`src/rtl/mem_port_arbiter.sv`:
```
// mem_port_arbiter: shares one memory bus between instruction fetch and data memory
// Ports: clk/reset (sync, active-high); if_req/if_addr -> if_gnt/if_valid/if_rdata (fetch side);
// dm_req/dm_we/dm_size/dm_addr/dm_wdata -> dm_gnt/dm_valid/dm_rdata (data side);
// mem_req/mem_we/mem_addr/mem_be/mem_wdata <- mem_rdata/mem_ack (bus); misaligned pulse, sticky err.
module mem_port_arbiter #(
  parameter int                ADDR_W    = 32,
  parameter logic [ADDR_W-1:0] DMEM_BASE = ADDR_W'(32'h8000_0000),
  parameter bit                DATA_PRIO = 1'b1,
  parameter int                TIMEOUT   = 255
) (
  input  logic              clk,
  input  logic              reset,
  input  logic              if_req,
  input  logic [ADDR_W-1:0] if_addr,
  output logic              if_gnt,
  output logic              if_valid,
  output logic [31:0]       if_rdata,
  input  logic              dm_req,
  input  logic              dm_we,
  input  logic [2:0]        dm_size,
  input  logic [ADDR_W-1:0] dm_addr,
  input  logic [31:0]       dm_wdata,
  output logic              dm_gnt,
  output logic              dm_valid,
  output logic [31:0]       dm_rdata,
  output logic              mem_req,
  output logic              mem_we,
  output logic [ADDR_W-1:0] mem_addr,
  output logic [3:0]        mem_be,
  output logic [31:0]       mem_wdata,
  input  logic [31:0]       mem_rdata,
  input  logic              mem_ack,
  output logic              misaligned,
  output logic              err
);
  localparam int CW = $clog2(TIMEOUT + 2);
  typedef enum logic [1:0] {IDLE, BUSY_DM, BUSY_IF} state_t;
  state_t          r_state;
  logic            r_rr;
  logic            r_we;
  logic [2:0]      r_size;
  logic [1:0]      r_off;
  logic [CW-1:0]   r_cnt;
  logic            w_busy, w_arb, w_dm_ok, w_if_ok, w_pick_dm, w_to, w_dm_mis, w_if_mis;
  logic [3:0]      w_be;
  logic [31:0]     w_wdata, w_sh, w_ext;
  assign w_busy    = r_state != IDLE;
  assign w_arb     = !w_busy || mem_ack;
  // A side whose transfer is acking this cycle has not yet seen its valid, so its req is a hold-over.
  assign w_dm_ok   = dm_req && r_state != BUSY_DM;
  assign w_if_ok   = if_req && r_state != BUSY_IF;
  // r_rr=1 means DM was granted last and loses a tie in round-robin mode.
  assign w_pick_dm = w_dm_ok && (!w_if_ok || DATA_PRIO || !r_rr);
  assign dm_gnt    = w_arb && w_pick_dm;
  assign if_gnt    = w_arb && w_if_ok && !w_pick_dm;
  assign w_to      = (TIMEOUT != 0) && (r_cnt == CW'(TIMEOUT - 1));
  assign w_dm_mis  = dm_size[1:0] == 2'b00 ? 1'b0 : dm_size[1:0] == 2'b01 ? dm_addr[0] : |dm_addr[1:0];
  assign w_if_mis  = |if_addr[1:0];
  assign w_be      = dm_size[1:0] == 2'b00 ? 4'b0001 << dm_addr[1:0] :
                     dm_size[1:0] == 2'b01 ? 4'b0011 << dm_addr[1:0] : 4'b1111;
  assign w_wdata   = dm_size[1:0] == 2'b00 ? {4{dm_wdata[7:0]}} :
                     dm_size[1:0] == 2'b01 ? {2{dm_wdata[15:0]}} : dm_wdata;
  assign w_sh      = mem_rdata >> {r_off, 3'b000};
  assign w_ext     = r_size[1:0] == 2'b00 ? {{24{~r_size[2] & w_sh[7]}}, w_sh[7:0]} :
                     r_size[1:0] == 2'b01 ? {{16{~r_size[2] & w_sh[15]}}, w_sh[15:0]} : mem_rdata;
  always_ff @(posedge clk) begin
    if (reset) begin
      r_state    <= IDLE;
      r_rr       <= 1'b0;
      r_we       <= 1'b0;
      r_size     <= '0;
      r_off      <= '0;
      r_cnt      <= '0;
      if_valid   <= 1'b0;
      if_rdata   <= '0;
      dm_valid   <= 1'b0;
      dm_rdata   <= '0;
      mem_req    <= 1'b0;
      mem_we     <= 1'b0;
      mem_addr   <= '0;
      mem_be     <= '0;
      mem_wdata  <= '0;
      misaligned <= 1'b0;
      err        <= 1'b0;
    end else begin
      if_valid   <= 1'b0;
      dm_valid   <= 1'b0;
      misaligned <= 1'b0;
      if (w_busy) r_cnt <= r_cnt + 1'b1;
      if (w_busy && mem_ack) begin
        if (r_state == BUSY_DM) begin
          dm_valid <= 1'b1;
          dm_rdata <= r_we ? 32'h0 : w_ext;
        end else begin
          if_valid <= 1'b1;
          if_rdata <= mem_rdata;
        end
      end else if (w_busy && w_to) begin
        r_state <= IDLE;
        mem_req <= 1'b0;
        err     <= 1'b1;
        if (r_state == BUSY_DM) begin
          dm_valid <= 1'b1;
          dm_rdata <= '0;
        end else begin
          if_valid <= 1'b1;
          if_rdata <= '0;
        end
      end
      if (w_arb) begin
        r_state <= IDLE;
        mem_req <= 1'b0;
        if (dm_gnt) begin
          r_rr <= 1'b1;
          if (w_dm_mis) begin
            dm_valid   <= 1'b1;
            dm_rdata   <= '0;
            misaligned <= 1'b1;
          end else begin
            r_state   <= BUSY_DM;
            r_cnt     <= '0;
            r_we      <= dm_we;
            r_size    <= dm_size;
            r_off     <= dm_addr[1:0];
            mem_req   <= 1'b1;
            mem_we    <= dm_we;
            mem_addr  <= {dm_addr[ADDR_W-1:2], 2'b00} | DMEM_BASE;
            mem_be    <= w_be;
            mem_wdata <= w_wdata;
          end
        end else if (if_gnt) begin
          r_rr <= 1'b0;
          if (w_if_mis) begin
            if_valid   <= 1'b1;
            if_rdata   <= '0;
            misaligned <= 1'b1;
          end else begin
            r_state   <= BUSY_IF;
            r_cnt     <= '0;
            mem_req   <= 1'b1;
            mem_we    <= 1'b0;
            mem_addr  <= if_addr;
            mem_be    <= 4'b1111;
            mem_wdata <= '0;
          end
        end
      end
    end
  end
endmodule
```
`config.mk`:
```
export PLATFORM = sky130hd
export DESIGN_NAME = mem_port_arbiter
export DESIGN_NICKNAME = d
export VERILOG_FILES = /design/src/rtl/mem_port_arbiter.sv
export SDC_FILE = /design/constraint.sdc
export NUM_CORES = 1
export LEC_CHECK = 0
export BUFFER_PORTS_ARGS = -buffer_cell sky130_fd_sc_hd__buf_4
export CAP_MARGIN = 20
export CORE_ASPECT_RATIO = 2
export CORE_MARGIN = 3
export CORE_UTILIZATION = 40
export DETAILED_ROUTE_END_ITERATION = 7
export PLACE_DENSITY = 0.78
export SYNTH_ARGS = -nofsm -noshare
export SYNTH_HDL_FRONTEND = slang
export SYNTH_SLANG_ARGS = --single-unit
```
`constraint.sdc`:
```
create_clock -name clk -period 1.9 [get_ports clk]
set_input_delay 0.38 -clock clk [delete_from_list [all_inputs] [get_ports clk]]
set_output_delay 0.38 -clock clk [all_outputs]
set_load 0.02 [all_outputs]
```
==> results_dict.tcl <==
set metrics [dict create \
    outcome "finished with violations" \
    violations "setup timing" \
    vias 7320 \
    min_period_ns 1.92 \
    placed_cell_area_um2 9510 \
    cts_buffers 17 \
    clkLatencyLatePin_ns 0.41 \
    min_to "misaligned" \
    worstPathRequired_ns 1.52 \
    worst_pin_slew_ns 0.559 \
    synth_edf_count 0 \
    ys.warnings.count 0 \
    path_class "register to primary output" \
    rr_startpoint "r_state[0]" \
    first_pass_iters 5 \
    antenna_left 0 \
    timing.hold.ws_ns 0.211 \
    start_util 0.413 \
    slew_viol_final 0 \
    leakagePower_nw 4.44 \
    critPathArrivalTime_ns 1.54 \
    met2_usage 0.465 \
    first_global_vias 7088 \
    dp_cells 1312 \
    die_area_um2 19200 \
    power.density_nw_per_um2 825 \
    grt_use_met3 0.0447 \
    avgRoutedWirePerCell_um 18.3 \
    crit_path_end_kind "primary output" \
    die_y_um 193 \
    viasPerCell 5.38 \
    diodes 0 \
    fin_crit_sh 1.01 \
    cts_tree "yes" \
    final_area_um2 10500 \
    fin_skew_ns 0.00738 \
    cts_buffer_depth 2 \
    h-tree-depth 4 \
    setup_violations 1 \
    async_flop_share 0 \
    layout.nets 1283 \
    met1_usage 0.249 \
    drc 0 \
    track_usage 0.246 \
    fmax_mhz 522 \
    gp_congestion 0.992 \
    stdcell_count 1360 \
    reg2reg_slack_ns 0.05 \
    grt.busiest_layer "met2" \
    fp-row-count 67 \
    grt_pass1_wl_mm 37.1 \
    drtIter0Drc 271 \
    synth_seq_area_share 0.444 \
    io_buffers 275 \
    reg2regPathDepth 8 \
    ys_ff_latch 155 \
    hold_violations 0 \
    avgSynthCellArea_um2 8.32 \
    ir_drop_mv 0.573 \
    grt_start_max_net_pins 44 \
    hold_depth 2 \
    place_ws_ns -0.165 \
    synth_top_cell_by_area "dfxtp_1" \
    cts_hold_buf 0 \
    antenna_found_initial 0 \
    setup_slack_ns -0.0156 \
    fillerInstances 1498 \
    syn_inst 840 \
    synth-main-ff-cell "dfxtp_1" \
    slew-limit-headroom 0.624 \
    grt.overflow.total 0 \
    syn-num-nets 983 \
    synth_top_area_share 0.444 \
    timing.rr.end "mem_wdata[15]" \
    ios 277 \
    dp_hpwl_mm 18.2 \
    area_growth_syn_to_layout_pct 49.7 \
    syn_area_um2 6990 \
    core-area_um2 16900 \
    max_cap_viol_count 0 \
    cp-start-kind "register" \
    clk_pin_slew_ns 0.06 \
    synthTopCellsByArea "dfxtp_1 44%, nand2_1 8.3%, nor2_1 7.8%, a311oi_2 5.6%, a22oi_1 5.4%" \
    drive_gt1_frac 0.385 \
    clkSinkCount 155 \
    chipWidth_um 99.5 \
    synthDistinctLibCells 50 \
    setup_tns_ns -0.0156 \
    min_path_type "input pin to register" \
    rsz0062_at_grt "yes" \
    wirelength_mm 24.8 \
    worstHoldStart "reset" \
    path_max_fanout 6 \
    cts_root_buffer "clkbuf_16" \
]
cell families after synthesis:
logic type | count (synthesis) | share of synthesized area
AO/OA/AOI/OAI | 224 | 0.243
flip-flops | 155 | 0.444
buffers and inverters | 81 | 0.0541
XOR/XNOR | 9 | 0.0113
AND/OR/NAND/NOR | 334 | 0.193
adder cells (fa/ha/maj) | 6 | 0.0107
multiplexers | 31 | 0.0444
worst max path at each step:
stage,cells after the start,to,slack (ns),startpoint
after CTS,5,if_gnt,-0.03,r_state[0]
after global routing,6,if_gnt,-0.09,r_state[0]
after floorplan,8,dm_rdata[10],0.03,r_state[1]
after global placement,8,dm_rdata[10],-0.13,dm_addr[0]
final,6,if_gnt,-0.02,r_state[0]
after detailed placement,8,dm_rdata[10],-0.17,dm_addr[0]
area by class of cell:
class	instances	area, um2	share of cell area
Clock buffer	21	440	0.0421
Sequential cell	155	3110	0.297
Inverter	13	51.3	0.00490
Clock inverter	11	123	0.0117
Multi-Input combinational cell	604	3670	0.351
Tap cell	207	259	0.0248
Timing Repair Buffer	349	2810	0.268
critical path, cell delays in order, from the launching register on:
cell and delay [ns]:
dfxtp_4 0.40, nand2_4 0.07, buf_6 0.13, a21oi_2 0.15, nor2_1 0.07, nor2_2 0.16
buf_6 0.15
report_power, final:
| part | internal [mW] | switching (mW) |
|---|---|---|
| Sequential | 3.41 | 0.100 |
| Combinational | 0.837 | 0.991 |
| Clock | 1.93 | 1.36 |
| Total | 6.18 | 2.45 |
repair_timing:
item | 4_1_cts | 5_1_grt
resized for setup | 18 | 35
setup buffers | 6 | 5
setup endpoints to repair | 2 | 103
cloned | 0 | 5
pin swaps | 6 | 10
stage by stage:
stage | utilization | power (mW)
floorplan | - | 4.46
global placement | 0.561 | 5.23
detailed placement | 0.561 | 5.26
CTS | 0.601 | 8.59
global route | 0.618 | 8.99
finish | 0.618 | 8.63
sequential cells by signal, indices dropped and copies added (netlist names), 2 cells and up:
name / flops
r_state: 2
r_cnt: 9
mem_be: 4
r_size: 3
dm_rdata: 32
if_rdata: 32
r_off: 2
mem_wdata: 32
mem_addr: 32
cells in the final DEF, fill, tap and decap left out, types with 5 or more instances in the layout:
cell	n
clkbuf_16	21
clkinvlp_4	7
nand2_1	153
ha_1	6
a21oi_1	52
inv_1	12
a22oi_2	11
mux2i_1	31
o21ai_0	24
a221o_1	6
nand2b_1	5
nor3_1	5
nor2_1	141
a21oi_2	8
a22oi_1	39
a311oi_2	27
nor2b_1	6
buf_6	9
buf_12	6
dfxtp_1	152
o221ai_1	8
xor2_1	5
buf_4	329
a31oi_1	23
synthesized netlist by cell type, types with 2 or more instances:
master / instances
dfxtp_1: 155
nand2_1: 154
nor2_1: 145
a21oi_1: 60
a22oi_1: 50
clkbuf_1: 48
mux2i_1: 31
a311oi_2: 26
o21ai_0: 24
a31oi_1: 23
inv_1: 13
buf_2: 8
o221ai_1: 8
buf_6: 7
a221o_1: 6
ha_1: 6
nand2b_1: 6
nor2b_1: 6
a311oi_1: 5
nor3_1: 5
xor2_1: 5
xnor2_1: 4
a21o_1: 3
buf_4: 3
nand3b_1: 3
nand4_1: 3
o2111ai_1: 3
a2111oi_0: 2
a211oi_1: 2
buf_1: 2
nand4b_1: 2
o21ai_1: 2
o32ai_1: 2
or2_2: 2
routing by layer:
metal,vias up,part of all wire
li1,3547,-
met1,3439,0.33
met2,278,0.56
met3,56,0.058
met4,0,0.053
met5,-,0
No activity file was read; power rests on OpenSTA's default activity.
